## src/rtl/muldiv_sequencer.sv

```systemverilog
// Iterative multiply/divide unit owning HI/LO: shift-add multiply and restoring
// divide, one bit per cycle, under a start/busy/done handshake with MTHI/MTLO.
module muldiv_sequencer #(
    parameter int unsigned WIDTH = 32
) (
    input  logic             clk,
    input  logic             reset,
    input  logic             start,
    input  logic [1:0]       op,
    input  logic [WIDTH-1:0] rs,
    input  logic [WIDTH-1:0] rt,
    input  logic             hi_we,
    input  logic             lo_we,
    input  logic [WIDTH-1:0] wdata,
    output logic             busy,
    output logic             done,
    output logic             div_by_zero,
    output logic [WIDTH-1:0] hi,
    output logic [WIDTH-1:0] lo
);

    localparam int unsigned CW = $clog2(WIDTH + 1);

    typedef enum logic [1:0] {
        IDLE,
        RUN,
        FIX
    } state_t;

    state_t             state_q, state_d;
    logic [CW-1:0]      cnt_q, cnt_d;
    logic               is_div_q, is_div_d;
    logic               qneg_q, qneg_d;
    logic               rneg_q, rneg_d;
    logic [2*WIDTH-1:0] acc_q, acc_d;
    logic [WIDTH-1:0]   rem_q, rem_d;
    logic [WIDTH-1:0]   b_q, b_d;
    logic [WIDTH-1:0]   hi_q, hi_d;
    logic [WIDTH-1:0]   lo_q, lo_d;
    logic               done_q, done_d;
    logic               dbz_q, dbz_d;

    logic [WIDTH-1:0]   a_mag, b_mag;
    logic [WIDTH:0]     sum;
    logic [WIDTH:0]     shifted;
    logic [WIDTH:0]     trial;
    logic               qbit;
    logic [2*WIDTH-1:0] prod;

    always_ff @(posedge clk) begin
        if (reset) begin
            state_q  <= IDLE;
            cnt_q    <= '0;
            is_div_q <= 1'b0;
            qneg_q   <= 1'b0;
            rneg_q   <= 1'b0;
            acc_q    <= '0;
            rem_q    <= '0;
            b_q      <= '0;
            hi_q     <= '0;
            lo_q     <= '0;
            done_q   <= 1'b0;
            dbz_q    <= 1'b0;
        end else begin
            state_q  <= state_d;
            cnt_q    <= cnt_d;
            is_div_q <= is_div_d;
            qneg_q   <= qneg_d;
            rneg_q   <= rneg_d;
            acc_q    <= acc_d;
            rem_q    <= rem_d;
            b_q      <= b_d;
            hi_q     <= hi_d;
            lo_q     <= lo_d;
            done_q   <= done_d;
            dbz_q    <= dbz_d;
        end
    end

    always_comb begin
        state_d  = state_q;
        cnt_d    = cnt_q;
        is_div_d = is_div_q;
        qneg_d   = qneg_q;
        rneg_d   = rneg_q;
        acc_d    = acc_q;
        rem_d    = rem_q;
        b_d      = b_q;
        hi_d     = hi_q;
        lo_d     = lo_q;
        done_d   = 1'b0;
        dbz_d    = 1'b0;
        // Negation modulo 2^WIDTH keeps the most negative value as its unsigned magnitude.
        a_mag    = (op[0] && rs[WIDTH-1]) ? -rs : rs;
        b_mag    = (op[0] && rt[WIDTH-1]) ? -rt : rt;
        sum      = '0;
        shifted  = '0;
        trial    = '0;
        qbit     = 1'b0;
        prod     = '0;

        unique case (state_q)
            IDLE: begin
                if (start) begin
                    if (op[1] && (rt == '0)) begin
                        done_d = 1'b1;
                        dbz_d  = 1'b1;
                    end else begin
                        is_div_d = op[1];
                        qneg_d   = op[0] & (rs[WIDTH-1] ^ rt[WIDTH-1]);
                        rneg_d   = op[0] & rs[WIDTH-1];
                        acc_d    = {{WIDTH{1'b0}}, a_mag};
                        rem_d    = '0;
                        b_d      = b_mag;
                        cnt_d    = CW'(WIDTH);
                        state_d  = RUN;
                    end
                end else begin
                    if (hi_we) hi_d = wdata;
                    if (lo_we) lo_d = wdata;
                end
            end

            RUN: begin
                if (!is_div_q) begin
                    sum   = {1'b0, acc_q[2*WIDTH-1:WIDTH]} + (acc_q[0] ? {1'b0, b_q} : '0);
                    acc_d = {sum, acc_q[WIDTH-1:1]};
                end else begin
                    // Low half of acc holds the dividend, shifted out MSB-first and replaced by quotient bits.
                    shifted = {rem_q, acc_q[WIDTH-1]};
                    trial   = shifted - {1'b0, b_q};
                    qbit    = ~trial[WIDTH];
                    rem_d   = qbit ? trial[WIDTH-1:0] : shifted[WIDTH-1:0];
                    acc_d   = {acc_q[2*WIDTH-1:WIDTH], acc_q[WIDTH-2:0], qbit};
                end
                cnt_d = cnt_q - 1'b1;
                if (cnt_q == CW'(1)) state_d = FIX;
            end

            FIX: begin
                if (!is_div_q) begin
                    prod = qneg_q ? -acc_q : acc_q;
                    hi_d = prod[2*WIDTH-1:WIDTH];
                    lo_d = prod[WIDTH-1:0];
                end else begin
                    lo_d = qneg_q ? -acc_q[WIDTH-1:0] : acc_q[WIDTH-1:0];
                    hi_d = rneg_q ? -rem_q : rem_q;
                end
                done_d  = 1'b1;
                state_d = IDLE;
            end

            default: state_d = IDLE;
        endcase
    end

    assign busy        = (state_q != IDLE);
    assign done        = done_q;
    assign div_by_zero = dbz_q;
    assign hi          = hi_q;
    assign lo          = lo_q;

endmodule

```

## config.mk

```make
export PLATFORM = sky130hd
export DESIGN_NAME = muldiv_sequencer
export DESIGN_NICKNAME = d
export VERILOG_FILES = /design/src/rtl/muldiv_sequencer.sv
export SDC_FILE = /design/constraint.sdc
export NUM_CORES = 1
export LEC_CHECK = 0
export CAP_MARGIN = 0
export CORE_MARGIN = 3
export CORE_UTILIZATION = 40
export DETAILED_ROUTE_END_ITERATION = 6
export GPL_TIMING_DRIVEN = 0
export PLACE_DENSITY = 0.57
export SETUP_SLACK_MARGIN = 0.3
export SLEW_MARGIN = 40
export SYNTH_ARGS = -nofsm -noshare
export SYNTH_HDL_FRONTEND = slang
export SYNTH_SLANG_ARGS = --single-unit
```

## constraint.sdc

```tcl
create_clock -name clk -period 3.5 [get_ports clk]
set_input_delay 1.05 -clock clk [delete_from_list [all_inputs] [get_ports clk]]
set_output_delay 1.05 -clock clk [all_outputs]
set_load 0.1 [all_outputs]
```

# Yosys cells after proc, flatten, opt, wreduce, memory -nomap -nowiden
# Index checks and enable logic that the tools add are counted.
word_totals:
  inputBits: 103
  output_inout_bits: 67
  regBits: 205
classes:
  n_mux: 33
  n_bitwise: 6
  addsub: 8
  reduce_logical: 16
  n_eq_ne: 11
ops:
  columns: ["cell", "count"]
  rows:
  - ["$mux 32", 15]
  - ["$mux 64", 4]
  - ["$pmux 32 s2", 3]
  - ["$neg 32->32", 4]
  - ["$pmux 64 s2", 1]
  - ["$neg 64->64", 1]
  - ["$add 32x32->33", 1]
  - ["$sub 33x32->33", 1]
  - ["$logic_not 32->1", 1]
  - ["$ne 2x2->1 const B", 8]
  - ["$reduce_and 3->1", 5]
  - ["$mux 6", 2]
  - ["$pmux 6 s2", 1]
  - ["$reduce_and 4->1", 2]
  - ["$eq 6x1->1 const B", 1]
  - ["$mux 2", 3]
  - ["$reduce_bool 2->1", 3]
  - ["$sub 6x1->6 const B", 1]
  - ["$pmux 2 s2", 1]
  - ["$logic_and 1x1->1", 3]
  - ["$not 1->1", 3]
  - ["$and 1x1->1", 2]
  - ["$eq 2x1->1 const B", 1]
  - ["$eq 2x2->1 const B", 1]
  - ["5 further kinds", 6]

# Longest topological paths before layout
logic_depth:
  ltp_word: 5
  depth_mapped: 14
  ltp_nobuf: 14

# Least setup slack after synthesis
# Ideal clock, no wire load.
synth_path:
  path_type: "in2reg"
  startpoint: "input rt[24]"
  endpoint: "register cnt_q[3]"
  cell_stages: 12
  arrival_time_ns: 3.114
  slack_ns: 0.255
  n_path_buf: 2
  setup_time_ns: 0.132
  cell_sequence: "or4_1 or3_1 nor2_1 nand3b_1 or2_1 a21oi_1 or2_1 buf_2 buf_4 nor2_1 xnor2_1 nor3_1"
synth_between:
  elab_chain_cells: 4
synth_lines:
  columns: ["element", "line_no", "source"]
  rows:
  - ["from (decl)", "11", "input logic [WIDTH-1:0] rt,"]
  - ["$logic_not 32->1", "105", "if (op[1] && (rt == '0)) begin"]
  - ["$logic_and 1x1->1", "105", null]
  - ["$ne 2x2->1 (no source line)", null, null]
  - ["$reduce_and 3->1 (no source line)", null, null]
  - ["to (signal assigned)", "66", "cnt_q <= cnt_d;"]
  - ["to (decl)", "31", "logic [CW-1:0] cnt_q, cnt_d;"]
# Every way passes these cells.
# A chain may end at the register's enable or synchronous reset.

# Final worst setup path
layout_path:
  startpoint: "register acc_q[31]"
  endpoint: "register rem_q[6]"
layout_between:
  elab_chain_cells: 4
layout_lines:
  columns: ["element", "line_no", "source"]
  rows:
  - ["from (decl)", "35", "logic [2*WIDTH-1:0] acc_q, acc_d;"]
  - ["from (signal assigned)", "57", "acc_q <= '0;"]
  - ["from (signal assigned)", "70", "acc_q <= acc_d;"]
  - ["$sub 33x32->33", "131", "trial = shifted - {1'b0, b_q};"]
  - ["$mux 32", "133", "rem_d = qbit ? trial[WIDTH-1:0] : shifted[WIDTH-1:0];"]
  - ["$mux 32", "125", "if (!is_div_q) begin"]
  - ["$pmux 32 s2", "102", "unique case (state_q)"]
  - ["to (signal assigned)", "71", "rem_q <= rem_d;"]
  - ["to (decl)", "36", "logic [WIDTH-1:0] rem_q, rem_d;"]
# Every way passes these cells. The select of a mux whose other input is x is not followed.

==> qor.yml <==
grt:
  grt_pass1_vias: 15664
  grt_overflow: 0
  antenna_found_initial: 0
  grt_max_degree: 13
  grt_util_all_layers: 0.2966
  grt_pass1_wl_um: 95170
placed_design:
  port_buffers: 168
  place_area_um2: 17690
  gp_congestion: 0.9421
  dp_hpwl_um: 49460
power_and_ir_drop:
  powerDensity_nw_per_um2: 388.0
  p_leak_nw: 7.750
  swShare: 0.3592
  switchingPower_mw: 2.777
  power.internal_mw: 4.954
  p_comb_frac: 0.300
  power_frac_clock: 0.360
  ir_drop_uv: 353.0
  p_seq_frac: 0.340
cts:
  clock-sinks: 205
  cts.root.buffer_cell: "clkbuf_16"
  numCtsBuffers: 24
  postCtsHoldBufs: 0
  htreeDepth: 1
  clkLatencyLatePin_ps: 550
  cts_tree: "built"
  clkSlewWorstSetupHoldPaths_ps: 60
  clockBufferDepth: 3
yosys:
  synth_enable_flop_cells: 0
  synthTopCellsByArea: "dfxtp_1, xnor2_1, mux2i_1"
  synth_area_per_cell_um2: 7.699
  syn_area_um2: 15680
  synthesis.nets: 2212
  yosys_warnings: 0
  synth_ff_type: "dfxtp_1"
  netlist.area_leader.share: 0.2617
  synth.most_common_cell: "nand2_1"
  synth_top_area_cell: "dfxtp_1"
  ys_types: 75
  async_flop_share: 0
  synthCells: 2037
  synth_seq_cells: 205
  yosysSeqAreaShare: 0.2617
  ys_top_cells_by_count: "nand2_1, dfxtp_1, nor2_1"
critical_path:
  crit_fanout: 9
  end_kind: "flop"
  worst_setup_path_start_kind: "flop"
  crit_slowest_cell: "nor4_4"
  critical_path_class: "flop to flop"
  crit_chain: "clkinvlp_4 -> ha_4 -> fa_2 -> nor2b_2 -> o211ai_1 -> a21oi_4 -> nor4_4 -> nor3_2 -> a211oi_2 -> a31o_2 -> xnor2_4 -> buf_12 -> buf_12 -> buf_4 -> o311ai_2"
  crit_top_cell: "buf_12"
  required_ps: 3940
  arrival_ps: 3760
  crit_buf_inv: 4
  cpPeakStageDelay_ps: 460
  crit_family: "compound AO/OA/AOI/OAI gates"
  ff2ff_setup_slack_ps: 180
routing:
  viasPerCell: 5.845
  drt_iter0_drc: 1543
  firstDrtPassIters: 6
  finalWirelength_um: 64160
  drcViolationCount: 0
  vias: 16424
  postRouteAntennaNets: 0
  wl_per_cell_um: 22.83
sta:
  holdWs_ps: 472.6
  maxSlewHeadroom: 0.4193
  skew_ps: 14.51
  finalCritPeriodShare: 0.9476
  hold_violations: 0
  post-route-min-period_ps: 3317
  finalSetupViolCount: 0
  fmax_mhz: 301.5
  rsz0062_at_grt: "yes"
  tightest_slew_ps: 871.1
  maxSlewViolCount: 0
cells_and_area:
  nFillCells: 3759
  synthToLayoutAreaGrowth_pct: 27.04
  seqCellArea_um2: 4121
  drive_gt1_frac: 0.1701
  num_antenna_cells: 0
  final_cell_area_um2: 19920
  multi_input_area_um2: 11520
  fin_nets: 2457
job:
  maxCapViolCount: 0
die:
  die_area_um2: 41620
  die_w_um: 204.0
  die_h_um: 204.0
  fp-row-count: 71
  coreArea_um2: 38110
  ioPinCount: 170
  start_util: 0.4115
run_status:
  status: "finished clean"
min_path:
  min_path_type: "flop to flop"
## power by group through the flow
stage               clock network [mW]  registers [mW]  logic (mW)
floorplan                            0            2.97        1.12
global placement                     0            2.67        2.13
detailed placement                   0            2.67        2.10
CTS                               2.81            2.62        2.21
global route                      2.90            2.64        2.48
finish                            2.78            2.63        2.32
## path summary, 6_finish.rpt
kind                   from       end  depth (start not counted)
setup / recovery  acc_q[31]  rem_q[6]                         15
hold / removal       hi[17]    hi[17]                          2
setup reg to reg  acc_q[31]  rem_q[6]                         15
hold reg to reg      hi[17]    hi[17]                          2
## area by class of cell
class                      instances  share of cell area
buffer                           131             0.03548
clock buffer                      36             0.03749
clock inverter                     7            0.005778
inverter                          74             0.01432
multi-input combinational       1625              0.5782
sequential                       205              0.2069
tap                              511             0.03209
timing repair buffer             221             0.08974
## sequential cells by signal, indices dropped and copies added (netlist names)
name         flops
div_by_zero      1
is_div_q         1
hi              32
rem_q           32
lo              32
done             1
b_q             32
acc_q           64
cnt_q            6
rneg_q           1
qneg_q           1
state_q          2
## worst min-delay path, cell delays in order (launching register included)
cell and delay, ps:
dfxtp_1 310, nand2_1 50, a31oi_1 60
## per-stage QoR
stage / total power, mW / TNS, ps / utilization / instances / setup WS (ps)
floorplan: 4.085 / 0 / - / 2037 / 300.5
global placement: 4.804 / -221410 / 0.4726 / 2716 / -1800
detailed placement: 4.770 / -204130 / 0.4642 / 2716 / -1730
CTS: 7.644 / 0 / 0.5066 / 2788 / 254.1
global route: 8.025 / 0 / 0.5228 / 2810 / 72.30
finish: 7.731 / 0 / 0.5228 / 2810 / 183.4
## layer usage
metal	up-vias	GRT usage	share of wire
met5	-	0	0
li1	7821	-	-
met1	7830	0.4183	0.45
met2	659	0.4577	0.44
met4	0	0.09880	0.039
met3	114	0.05383	0.077
## logic make-up (layout without fill, tap and decap cells)
family,Yosys count,count (layout),share of synthesized area
flip-flops,205,205,0.2617
XOR/XNOR,202,202,0.1140
adder cells (fa/ha/maj),72,72,0.05840
AO/OA/AOI/OAI,634,634,0.2644
AND/OR/NAND/NOR,622,622,0.1876
buffers and inverters,207,469,0.05314
multiplexers,95,95,0.06071
## repair_timing
action,in CTS,in global routing
pin swaps,31,59
setup buffers,30,22
endpoints found under the setup margin,160,155
resized for setup,145,137
gates cloned,0,1
## cells in the final DEF, fill, tap and decap left out, drive strengths merged, types with 89 or more instances in the layout
master | netlist | layout
nand2 | 217 | 217
clkdlybuf4s50 | 0 | 89
nor2 | 195 | 195
xnor2 | 130 | 130
buf | 33 | 159
a21oi | 163 | 163
o21ai | 140 | 140
dfxtp | 205 | 205
clkbuf | 100 | 133
mux2i | 94 | 94
Power figures use the tool's default switching activity.
